--- src/rtl/timer_pkg.sv ---
// Shared definitions for the interval timer: register map, CTRL bit layout
// and the packed CTRL register view.
package timer_pkg;

    // Register select values on data_m_addr
    localparam logic REG_COUNT = 1'b0;
    localparam logic REG_CTRL  = 1'b1;

    // CTRL bit positions
    localparam int CTRL_ENABLE   = 0;
    localparam int CTRL_IRQ_EN   = 1;
    localparam int CTRL_PERIODIC = 2;
    localparam int CTRL_EXPIRED  = 15;

    // CTRL as it appears on the bus; rsvd is never written and reads 0
    typedef struct packed {
        logic        expired;
        logic [11:0] rsvd;
        logic        periodic;
        logic        irq_en;
        logic        enable;
    } ctrl_t;

    localparam ctrl_t CTRL_RESET = '0;

endpackage

--- src/rtl/tick_prescaler.sv ---
// Divides the system clock down to the timer tick rate. Emits a one-cycle
// tick at the terminal count while enabled; held at zero while disabled.
module tick_prescaler #(
    parameter int unsigned clk_freq = 50000000,
    parameter int unsigned tick_hz  = 1000000
) (
    input  logic clk,
    input  logic reset,
    input  logic en,
    input  logic clr,
    output logic tick
);

    localparam int unsigned DIV   = clk_freq / tick_hz;
    localparam int          CNT_W = (DIV > 1) ? $clog2(DIV) : 1;

    logic [CNT_W-1:0] cnt_q;
    logic [CNT_W-1:0] cnt_d;
    logic             at_term;

    assign at_term = (cnt_q == CNT_W'(DIV - 1));
    assign tick    = en & at_term;

    // Next count: clear on request, hold at 0 when disabled, wrap at terminal
    always_comb begin
        // NOTE: every always_comb output gets a default first so no path leaves it unassigned (no latch).
        cnt_d = cnt_q;
        if (clr || !en || at_term) begin
            cnt_d = '0;
        end else begin
            cnt_d = cnt_q + 1'b1;
        end
    end

    // Prescaler count register with synchronous reset
    always_ff @(posedge clk) begin
        // NOTE: sequential state uses non-blocking assignments so every register samples pre-edge values.
        if (reset) begin
            cnt_q <= '0;
        end else begin
            cnt_q <= cnt_d;
        end
    end

endmodule

--- src/rtl/timer_ports.sv ---
// Programmable interval timer as an I/O-port responder. Two registers:
// COUNT (reload/current count) and CTRL (enable, irq_en, periodic, expired).
// Read data is zero outside the ack cycle so it can be ORed onto a shared bus.
module timer_ports
    import timer_pkg::*;
#(
    parameter int unsigned clk_freq = 50000000,
    parameter int unsigned tick_hz  = 1000000
) (
    input  logic        clk,
    input  logic        reset,
    input  logic        cs,
    input  logic        data_m_addr,
    input  logic [15:0] data_m_data_in,
    output logic [15:0] data_m_data_out,
    input  logic [1:0]  data_m_bytesel,
    input  logic        data_m_wr_en,
    output logic        data_m_ack,
    output logic        intr
);

    logic        ack_q,    ack_d;
    logic [15:0] rdata_q,  rdata_d;
    logic        intr_q,   intr_d;
    logic [15:0] reload_q, reload_d;
    logic [15:0] count_q,  count_d;
    ctrl_t       ctrl_q,   ctrl_d;

    logic access;
    logic wr_count;
    logic wr_ctrl;
    logic presc_clr;
    logic tick;

    // A held cs is ignored in the cycle right after ack, giving one ack per access
    assign access   = cs & ~ack_q;
    assign wr_count = access & data_m_wr_en & (data_m_addr == REG_COUNT);
    assign wr_ctrl  = access & data_m_wr_en & (data_m_addr == REG_CTRL);

    tick_prescaler #(
        .clk_freq (clk_freq),
        .tick_hz  (tick_hz)
    ) u_prescaler (
        .clk   (clk),
        .reset (reset),
        .en    (ctrl_q.enable),
        .clr   (presc_clr),
        .tick  (tick)
    );

    // Next-state for bus handshake, registers and countdown, in priority order
    always_comb begin
        ack_d     = access;
        rdata_d   = '0;
        intr_d    = ctrl_q.expired & ctrl_q.irq_en;
        reload_d  = reload_q;
        count_d   = count_q;
        ctrl_d    = ctrl_q;
        presc_clr = 1'b0;

        if (access && !data_m_wr_en) begin
            rdata_d = (data_m_addr == REG_COUNT) ? count_q : ctrl_q;
        end

        // Software clear of expired comes first so a same-cycle expiry overrides it
        if (wr_ctrl && data_m_bytesel[1] && data_m_data_in[CTRL_EXPIRED]) begin
            ctrl_d.expired = 1'b0;
        end

        // Countdown; a COUNT write in the same cycle suppresses the tick entirely
        if (tick && ctrl_q.enable && !wr_count) begin
            if (count_q == 16'd1) begin
                ctrl_d.expired = 1'b1;
                if (ctrl_q.periodic) begin
                    count_d = reload_q;
                end else begin
                    count_d       = '0;
                    ctrl_d.enable = 1'b0;
                end
            end else begin
                // count 0 wraps to 0xFFFF, giving a 65536-tick period for reload 0
                count_d = count_q - 16'd1;
            end
        end

        // Control bits written last so software's enable value wins over expiry
        if (wr_ctrl && data_m_bytesel[0]) begin
            ctrl_d.enable   = data_m_data_in[CTRL_ENABLE];
            ctrl_d.irq_en   = data_m_data_in[CTRL_IRQ_EN];
            ctrl_d.periodic = data_m_data_in[CTRL_PERIODIC];
            if (data_m_data_in[CTRL_ENABLE] && !ctrl_q.enable) begin
                count_d   = reload_q;
                presc_clr = 1'b1;
            end
        end

        // COUNT write: byte-merge into reload, then restart the count from it
        if (wr_count) begin
            if (data_m_bytesel[0]) reload_d[7:0]  = data_m_data_in[7:0];
            if (data_m_bytesel[1]) reload_d[15:8] = data_m_data_in[15:8];
            count_d   = reload_d;
            presc_clr = 1'b1;
        end
    end

    // All architectural state, synchronously reset
    always_ff @(posedge clk) begin
        if (reset) begin
            ack_q    <= 1'b0;
            rdata_q  <= '0;
            intr_q   <= 1'b0;
            reload_q <= '0;
            count_q  <= '0;
            ctrl_q   <= CTRL_RESET;
        end else begin
            ack_q    <= ack_d;
            rdata_q  <= rdata_d;
            intr_q   <= intr_d;
            reload_q <= reload_d;
            count_q  <= count_d;
            ctrl_q   <= ctrl_d;
        end
    end

    assign data_m_ack      = ack_q;
    assign data_m_data_out = rdata_q;
    assign intr            = intr_q;

endmodule

--- config.mk ---
export PLATFORM = sky130hd
export DESIGN_NAME = timer_ports
export DESIGN_NICKNAME = d
export VERILOG_FILES = /design/src/rtl/timer_pkg.sv /design/src/rtl/tick_prescaler.sv /design/src/rtl/timer_ports.sv
export SDC_FILE = /design/constraint.sdc
export NUM_CORES = 1
export LEC_CHECK = 0
export ABC_AREA = 1
export CAP_MARGIN = 20
export CELL_PAD_IN_SITES_DETAIL_PLACEMENT = 1
export CELL_PAD_IN_SITES_GLOBAL_PLACEMENT = 1
export CORE_MARGIN = 2
export CORE_UTILIZATION = 48
export CTS_CLUSTER_SIZE = 8
export DETAILED_ROUTE_END_ITERATION = 7
export DONT_BUFFER_PORTS = 1
export GPL_ROUTABILITY_DRIVEN = 0
export GPL_TIMING_DRIVEN = 0
export PLACE_DENSITY_LB_ADDON = 0.1
export SLEW_MARGIN = 5
export SYNTH_ARGS = -nofsm -noshare
export SYNTH_HDL_FRONTEND = slang
export SYNTH_HIERARCHICAL = 1
export SYNTH_SLANG_ARGS = --single-unit
--- constraint.sdc ---
create_clock -name clk -period 2.8 [get_ports clk]
set_input_delay 0.14 -clock clk [delete_from_list [all_inputs] [get_ports clk]]
set_output_delay 0.14 -clock clk [all_outputs]
set_load 0.005 [all_outputs]
==> report_table.html <==
<table>
<tr><th>Metric</th><th>Value</th></tr>
<tr><th colspan="2">Yosys</th></tr>
<tr><td>Multiplexer area fraction after synthesis</td><td>0</td></tr>
<tr><td>Adder and majority gate portion of the synthesized area</td><td>0.0155</td></tr>
<tr><td>Synthesized net count</td><td>515</td></tr>
<tr><td>Compound-gate portion of the synthesized area</td><td>0.163</td></tr>
<tr><td>Gate count of the mapped netlist</td><td>488</td></tr>
<tr><td>Syn avg cell area</td><td>between 6 and 7 µm²</td></tr>
<tr><td>Share of synthesized area occupied by flip-flops and latches</td><td>0.372</td></tr>
<tr><td>Synthesized area</td><td>between 0.003 and 0.004 mm²</td></tr>
<tr><td>Syn. warnings</td><td>6</td></tr>
<tr><td>Number of distinct library cells after synthesis</td><td>33</td></tr>
<tr><td>Yosys reg bits</td><td>60</td></tr>
<tr><td>Fraction of the mapped netlist area in simple logic gates</td><td>0.323</td></tr>
<tr><td>Main combinational cell family by area after synthesis</td><td>simple AND/OR/NAND/NOR gates</td></tr>
<tr><td>Xor and xnor fraction of the mapped netlist area</td><td>0.0163</td></tr>
<tr><th colspan="2">Global routing</th></tr>
<tr><td>Maximum number of pins on one net before global-route repair</td><td>11</td></tr>
<tr><td>GRT Resource Usage Total</td><td>0.293</td></tr>
<tr><td>First-pass GRT wire length</td><td>roughly 16 mm</td></tr>
<tr><td>Number of global-route vias before repair</td><td>3251</td></tr>
<tr><td>Initial antenna violation count</td><td>0</td></tr>
<tr><td>Remaining global-route overflow</td><td>0</td></tr>
<tr><th colspan="2">Floorplanning</th></tr>
<tr><td>Top-Level Pins</td><td>between 40 and 50</td></tr>
<tr><td>Die X-Extent</td><td>between 80 and 90 µm</td></tr>
<tr><td>Die Ht</td><td>approximately 86 µm</td></tr>
<tr><td>Die Area</td><td>0.00739 mm²</td></tr>
<tr><td>Starting density of the core</td><td>0.502</td></tr>
<tr><td>Core area</td><td>0.00642 mm²</td></tr>
<tr><td>Number of core rows</td><td>29</td></tr>
<tr><th colspan="2">Setup path</th></tr>
<tr><td>Nature of the critical path startpoint</td><td>register</td></tr>
<tr><td>WP data arrival</td><td>2.13 ns</td></tr>
<tr><td>Category of the most critical setup path</td><td>reg -&gt; reg</td></tr>
<tr><td>FF-to-FF End</td><td>count_q[9]</td></tr>
<tr><td>Worst flop-to-flop path startpoint</td><td>data_m_ack</td></tr>
<tr><td>Top fanout value on the critical path</td><td>10</td></tr>
<tr><td>Register-to-register path setup slack</td><td>0.90 ns</td></tr>
<tr><td>CP endpoint kind</td><td>register</td></tr>
<tr><td>Cells on worst reg2reg path</td><td>8</td></tr>
<tr><td>Critical path data required time</td><td>a little over 3 ns</td></tr>
<tr><th colspan="2">Pwr</th></tr>
<tr><td>Total power divided by cell area</td><td>574 mW/mm²</td></tr>
<tr><td>Leakage power summed over all cells</td><td>0.00157 µW</td></tr>
<tr><td>Post-route total power</td><td>around 2100 µW</td></tr>
<tr><td>Worst-case vdd ir drop</td><td>~0.24 mV</td></tr>
<tr><th colspan="2">Worst hold path</th></tr>
<tr><td>Worst hold path depth</td><td>3</td></tr>
<tr><td>Endpoint, Worst Hold</td><td>u_prescaler/cnt_q[1]</td></tr>
<tr><td>Beginning of the worst hold path</td><td>reset</td></tr>
<tr><td>Type of the most critical hold path</td><td>in -&gt; reg</td></tr>
<tr><th colspan="2">Clocking</th></tr>
<tr><td>Post-CTS setup buffer count</td><td>0</td></tr>
<tr><td>Clock buffer count from CTS</td><td>9</td></tr>
<tr><td>Clock tree from TritonCTS</td><td>done</td></tr>
<tr><td>H-tree Lvls</td><td>3</td></tr>
<tr><td>Clock slew at the register clock pins of the worst setup and hold paths</td><td>0.07 ns</td></tr>
<tr><td>Deepest clock path buffer count</td><td>2</td></tr>
<tr><td>Clock root cell</td><td>clkbuf_8</td></tr>
<tr><td>Clock net sink count</td><td>60</td></tr>
<tr><td>Clock Latency Late Sink</td><td>about 0.35 ns</td></tr>
<tr><th colspan="2">STA</th></tr>
<tr><td>Fin Setup TNS</td><td>0 ns</td></tr>
<tr><td>Unrepaired setup endpoints after global routing</td><td>false</td></tr>
<tr><td>Total count of max-transition violations in the final report</td><td>0</td></tr>
<tr><td>Minimum clock period after layout</td><td>roughly 1.9 ns</td></tr>
<tr><td>Worst Max-Slew Pin Slew</td><td>approximately 0.55 ns</td></tr>
<tr><td>Max-slew headroom</td><td>0.631</td></tr>
<tr><td>Final Hold Fails</td><td>0</td></tr>
<tr><td>Period utilisation layout</td><td>0.677</td></tr>
<tr><td>Worst Clk Skew</td><td>slightly above 0.008 ns</td></tr>
<tr><td>Timing-limited maximum frequency</td><td>about 530 MHz</td></tr>
<tr><td>Number of setup violations in the final report</td><td>0</td></tr>
<tr><th colspan="2">Layout</th></tr>
<tr><td>N_diodes</td><td>0</td></tr>
<tr><td>Syn-to-layout area delta</td><td>10.9%</td></tr>
<tr><td>Fraction of final layout cells with drive strength greater than 1</td><td>0.106</td></tr>
<tr><td>Multi-input gate area</td><td>0.00167 mm²</td></tr>
<tr><td>Total of fill cells in the finished design</td><td>around 860</td></tr>
<tr><td>Most common library cell in the layout ignoring fill and taps</td><td>nand2_1</td></tr>
<tr><td>Register cell area after layout</td><td>~0.0012 mm²</td></tr>
<tr><td>Final net count</td><td>530</td></tr>
<tr><td>Final Instance Area</td><td>~0.0036 mm²</td></tr>
<tr><td>Top library cells by usage in the layout, fill and taps aside</td><td>nand2_1, inv_1, dfxtp_1, nor2_1, a21oi_1</td></tr>
<tr><th colspan="2">Detailed routing</th></tr>
<tr><td>WL/cell</td><td>~18 µm</td></tr>
<tr><td>Number of iterations in the first detailed-routing pass</td><td>5</td></tr>
<tr><td>Number of nets with antenna violations after routing</td><td>0</td></tr>
<tr><td>Via count</td><td>3319</td></tr>
<tr><td>Total DRC errors in the routed layout</td><td>0</td></tr>
<tr><td>Iteration-0 DRC count of the detailed router</td><td>209</td></tr>
<tr><td>Detailed-route vias per instance</td><td>about 5.7</td></tr>
<tr><td>Final wirelength</td><td>10.4 mm</td></tr>
<tr><th colspan="2">Place</th></tr>
<tr><td>Port Buffers</td><td>0</td></tr>
<tr><td>Post-detail-place hpwl</td><td>about 7.4 mm</td></tr>
<tr><td>Area after DPL</td><td>about 0.0033 mm²</td></tr>
<tr><th colspan="2">Status</th></tr>
<tr><td>Outcome</td><td>completed</td></tr>
<tr><th colspan="2">Flow run</th></tr>
<tr><td>Max-cap check violation count</td><td>0</td></tr>
</table>
through the flow:
| step | util | cells | hold WS [ns] | setup WS, ns |
|---|---|---|---|---|
| after global placement | 0.517 | 565 | 0.288 | 1.01 |
| after CTS | 0.557 | 585 | 0.0380 | 0.967 |
| after detailed placement | 0.517 | 565 | 0.289 | 0.979 |
| after global routing | 0.557 | 585 | 0.0550 | 0.846 |
| after floorplan | - | 488 | 0.279 | 1.36 |
| final | 0.557 | 585 | 0.0388 | 0.905 |
layout make-up:
type                       count  share of cell area
multi-input combinational    341               0.466
tap                           77              0.0269
sequential                    60               0.336
clock inverter                 5              0.0210
timing repair buffer           4              0.0112
buffer                        17              0.0245
inverter                      70              0.0748
clock buffer                  11              0.0395
worst max path at each step:
| stage | from | to | slack, ns | depth (start not counted) |
|---|---|---|---|---|
| floorplan | u_prescaler/cnt_q[0] | count_q[9] | 1.36 | 9 |
| global placement | data_m_ack | count_q[9] | 1.01 | 8 |
| detailed placement | data_m_ack | count_q[9] | 0.98 | 8 |
| CTS | data_m_ack | count_q[9] | 0.97 | 8 |
| global route | count_q[5] | count_q[11] | 0.85 | 10 |
| finish | data_m_ack | count_q[9] | 0.90 | 8 |
report_power, final:
group | switching [µW] | internal [µW]
clock network | 354 | 521
logic | 194 | 97.8
registers | 18.4 | 869
total | 567 | 1490
repair_timing:
action,in CTS,in global routing
hold buffers,4,0
resized for setup,0,0
endpoints found under the hold margin,4,0
Yosys cell counts (all sizes together):
cell type | instances | area [µm²]
o22ai | 5 | 50.1
a31oi | 2 | 12.5
buf | 10 | 61.3
nor2 | 66 | 303
a21oi | 41 | 205
nand2 | 127 | 489
nor3 | 4 | 20.0
nor4 | 1 | 6.26
xor2 | 5 | 43.8
ha | 4 | 50.1
inv | 70 | 268
xnor2 | 1 | 8.76
clkbuf | 7 | 26.3
nand3 | 27 | 153
o21bai | 1 | 7.51
o21ai | 48 | 240
nand4 | 7 | 65.1
dfxtp | 60 | 1200
o2111ai | 1 | 8.76
and3 | 1 | 6.26
metal layers:
| metal | wire length (µm) | global-route usage | vias to the layer above |
|---|---|---|---|
| li1 | - | - | 1593 |
| met1 | 4510 | 0.374 | 1571 |
| met2 | 4940 | 0.488 | 129 |
| met3 | 657 | 0.0529 | 26 |
| met4 | 287 | 0.113 | 0 |
| met5 | 0 | 0 | - |
logic make-up after synthesis:
kind of cell / count (synthesis)
adders and majority gates: 4
and+or+nand+nor: 233
xor gates and xnor gates: 6
buffers and inverters: 87
DFF: 60
AOI/OAI and AO/OA: 98
flip-flops by register name, indices dropped and copies added, names as in the netlist:
| register | flops |
|---|---|
| u_prescaler/cnt_q | 6 |
| count_q | 16 |
| data_m_ack | 1 |
| ctrl_q | 4 |
| intr | 1 |
| reload_q | 16 |
| data_m_data_out | 16 |
critical path, stage by stage (launching register included):
cell and delay (ns):
dfxtp_1 0.36, nor2_2 0.18, nand2_1 0.11, nor2_4 0.17
nand4_4 0.21, nand2_2 0.26, inv_2 0.15, o21ai_0 0.27
a21oi_1 0.06
Power figures use the tool's default switching activity.
